===== src/rtl/add4_chk_sat_cnt.sv =====
// Saturating up-counter with synchronous clear; holds at all-ones.
module add4_chk_sat_cnt
#(
    parameter int unsigned CNT_W = 9
)(
    input  logic             clk,
    input  logic             rst_n,
    input  logic             clr,
    input  logic             inc,
    output logic [CNT_W-1:0] cnt
);

    always_ff @(posedge clk) begin
        if (!rst_n) begin
            cnt <= '0;
        end else if (clr) begin
            cnt <= '0;
        end else if (inc && (cnt != '1)) begin
            cnt <= cnt + CNT_W'(1);
        end
    end

endmodule


===== config.mk =====
export PLATFORM = sky130hd
export DESIGN_NAME = add4_chk_sat_cnt
export DESIGN_NICKNAME = d
export VERILOG_FILES = /design/src/rtl/add4_chk_sat_cnt.sv
export SDC_FILE = /design/constraint.sdc
export NUM_CORES = 1
export LEC_CHECK = 0
export ABC_CLOCK_PERIOD_IN_PS = 2060
export CORE_AREA = 2 2 39 41
export DETAILED_ROUTE_END_ITERATION = 10
export DIE_AREA = 0 0 41 43
export SYNTH_ARGS = -nofsm -noshare
export SYNTH_HDL_FRONTEND = slang
export SYNTH_SLANG_ARGS = --single-unit
export TNS_END_PERCENT = 30

===== constraint.sdc =====
create_clock -name clk -period 2.06 [get_ports clk]
set_input_delay 0.412 -clock clk [delete_from_list [all_inputs] [get_ports clk]]
set_output_delay 0.412 -clock clk [all_outputs]
set_load 0.01 [all_outputs]

== After elaboration in Yosys (flattened, before gate mapping) ==
Cells that the tools add are included.
Widths: inputs -> output; s select.

* Add/sub/neg operators: 1
* Equality and inequality tests: 1
* Bitwise operators: 1
* Reduce and logical (&&, ||, !) cells: 2

{| class="wikitable"
|+ Operators with widths
! operator !! count
|-
| $add 9x1->9 const B || 1
|-
| $ne 9x9->1 const B || 1
|-
| $reduce_or 2->1 || 1
|-
| $logic_and 1x1->1 || 1
|-
| $not 1->1 || 1
|}

* Flip-flop bits (word level): 9
* Bits of input ports: 4
* Logic and storage cells: 6

== Depth between registers and ports, before layout ==
* Depth in word-level cells: 2
* Gate-level depth with buffers: 7
* Depth with buffers taken out: 7

== Worst setup path before layout ==
No wires, ideal clock.

* Path kind: reg2reg
* Start: register cnt[0]
* End: register cnt[3]
* Library setup time: 0.070 ns
* Data arrival time: 1.624 ns
* Required time: 1.990 ns
* Path slack: 0.365 ns
* Cell stages (with the launch flop): 8
* Buffers on the path: 0
* Path through: dfxtp_1 -> ha_1 -> nand2_1 -> nor3_1 -> ha_1 -> nand4b_1 -> or3_2 -> a21oi_1

* Cells in the longest elaborated chain, start to end: 2

{| class="wikitable"
|+ RTL lines
! what !! line !! text
|-
| from (decl) || 10 || <nowiki>output logic [CNT_W-1:0] cnt</nowiki>
|-
| from (signal assigned) || 19 || <nowiki>cnt <= cnt + CNT_W'(1);</nowiki>
|-
| branches (longest 2 deep; another with $add 9x1->9) || - ||
|}

Several ways; the timed one is not identified.
A chain may end at the register's enable or synchronous reset.

== Worst setup path in the final report ==
Ends and elaborated chain as after synthesis.

==> results_dict.tcl <==
set metrics [dict create \
    n_antenna_cell 0 \
    synth.distinct_cells 21 \
    largest_reg_flops 9 \
    finalCritPeriodShare 0.877 \
    cts_buffers 3 \
    wl_um 763 \
    arrival_ns 1.98 \
    clk_pin_slew_ns 0.06 \
    wire_per_inst_um 9.91 \
    via_per_inst 4.84 \
    ir_worst_vdd_mv 0.257 \
    leakagePower_nw 0.198 \
    dr.pass1.iters 3 \
    cts.sinks 9 \
    rows 14 \
    path_max_fanout 6 \
    pre_cts_ws_ns 0.268 \
    reg2reg_slack_ns 0.25 \
    drt_iter0_markers 2 \
    finalNetCount 68 \
    synth_area_um2 415 \
    io_buffer_count 12 \
    grt_max_degree 10 \
    hold_violations 0 \
    drive_gt1_frac 0.0984 \
    endpoint_kind "register" \
    start_util 0.300 \
    vias 373 \
    cp.required_ns 2.24 \
    setup_tns_ns 0 \
    setup_viol 0 \
    postSynthAreaPerCell_um2 9.03 \
    die_area_um2 1760 \
    gp_congestion 0.743 \
    remaining_drc_errors 0 \
    core-area_um2 1380 \
    rsz0062_at_grt "false" \
    h-tree-depth 1 \
    fin_crit_ns 1.81 \
    relSlewSlack 0.767 \
    cap_viol_max_count 0 \
    grt_pass1_vias 332 \
    cts.repair.resized 0 \
    track_usage 0.114 \
    grt.overflow.total 0 \
    postCtsHoldBufs 0 \
    grt_pass1_wl_mm 1.33 \
    status "completed" \
    syn_nets 52 \
    crit_type "reg -> reg" \
    layout_setup_ws_ns 0.254 \
    die_x_um 41 \
    io_pins 13 \
    post-cts-setup-buffers 0 \
    syn_inst 46 \
    cts_tree "yes" \
    yosys_warnings 0 \
    root_buffer "clkbuf_4" \
    clkLatencyLatePin_ns 0.25 \
    hold_path_class "reg -> reg" \
    ys_seq_area_frac 0.434 \
    reg_top3 "cnt (9)" \
    fp.dieH_um 43 \
    ant_nets 0 \
    worst_slew_pin_slew_ns 0.349 \
    area_growth_pct 39.2 \
    regMostFlops "cnt" \
    slew_viol_final 0 \
    synth-seq-cells 9 \
    clockBufferDepth 2 \
    p_per_area_nw_per_um2 570 \
    antenna_found_initial 0 \
    clock.fmax_mhz 554 \
    fin_worst_skew_ns 0.00420 \
    crit_path_start_kind "register" \
]
layout by cell type (no fill, tap or decap), drive strengths merged:
master         Yosys  final
nand3              1      1
nand3b             1      1
o21ai              4      4
nand2b             1      1
nor2b              1      1
or4                1      1
nand4b             1      1
dfxtp              9      9
ha                 2      2
or3                4      4
mux2i              2      2
a21oi              5      5
clkbuf             1      4
nand2              2      2
xnor2              2      2
o31ai              1      1
nand4              1      1
clkdlybuf4s50      0     12
nor3               1      1
inv                2      2
nor2               4      4
synth_stat cells:
cell,count,area [um^2]
xnor2_1,2,17.5
or4_1,1,7.51
mux2i_1,2,20.0
clkbuf_1,1,3.75
nor2_1,4,15.0
nor2b_1,1,6.26
nand2_1,2,7.51
a21oi_1,5,25.0
or3_1,2,12.5
nand3b_1,1,7.51
nand3_1,1,5.00
nor3_1,1,5.00
nand4_2,1,12.5
nand2b_1,1,6.26
nand4b_1,1,8.76
dfxtp_1,9,180
o31ai_1,1,7.51
inv_1,2,7.51
or3_2,2,15.0
ha_1,2,25.0
o21ai_0,4,20.0
per-stage QoR:
step           utilization  hold WS (ns)  cells  cell area [um^2]  total power [W]
2_1_floorplan            -         0.510     46               415         0.000190
3_3_place_gp         0.399         0.485     73               552         0.000200
3_5_place_dp         0.399         0.498     73               552         0.000200
4_1_cts              0.418         0.505     77               578         0.000334
5_1_grt              0.418         0.536     77               578         0.000348
6_report             0.418         0.492     77               578         0.000329
critical path, cell delays in order, from the launching register on:
cell and delay (ns):
dfxtp_1 0.35, ha_1 0.22, nand2_1 0.06, nor3_1 0.04, ha_1 0.19, nand4b_1 0.27, or3_2 0.45, a21oi_1 0.15
per-layer routing:
layer | GRT usage | part of all wire
met2 | 0.147 | 0.47
met4 | 0.0800 | 0.025
met1 | 0.145 | 0.46
met5 | 0 | 0
met3 | 0.0471 | 0.039
cells by family after synthesis:
logic type,Yosys count,share of synthesized area
AO/OA/AOI/OAI,10,0.127
XOR/XNOR,2,0.0422
adder cells (fa/ha/maj),2,0.0602
buffers and inverters,3,0.0271
flip-flops,9,0.434
multiplexers,2,0.0482
AND/OR/NAND/NOR,18,0.262
layout make-up:
class | count | area, um^2
Inverter | 2 | 7.51
Tap cell | 16 | 20.0
Fill cell | 147 | 806
Clock buffer | 4 | 26.3
Timing Repair Buffer | 12 | 120
Multi-Input combinational cell | 34 | 224
Sequential cell | 9 | 180
worst paths after layout:
| check | from | end | cells past startpoint |
|---|---|---|---|
| setup / recovery | cnt[0] | cnt[3] | 7 |
| hold / removal | cnt[7] | cnt[7] | 2 |
| setup reg to reg | cnt[0] | cnt[3] | 7 |
| hold reg to reg | cnt[7] | cnt[7] | 2 |
where the power goes:
part | switching (W) | internal [W] | total, W
Sequential | 0.00000169 | 0.000175 | 0.000177
Combinational | 0.00000745 | 0.0000111 | 0.0000186
Clock | 0.0000591 | 0.0000745 | 0.000134
Total | 0.0000683 | 0.000261 | 0.000329
Note: power is estimated with default switching activity, not from simulation.
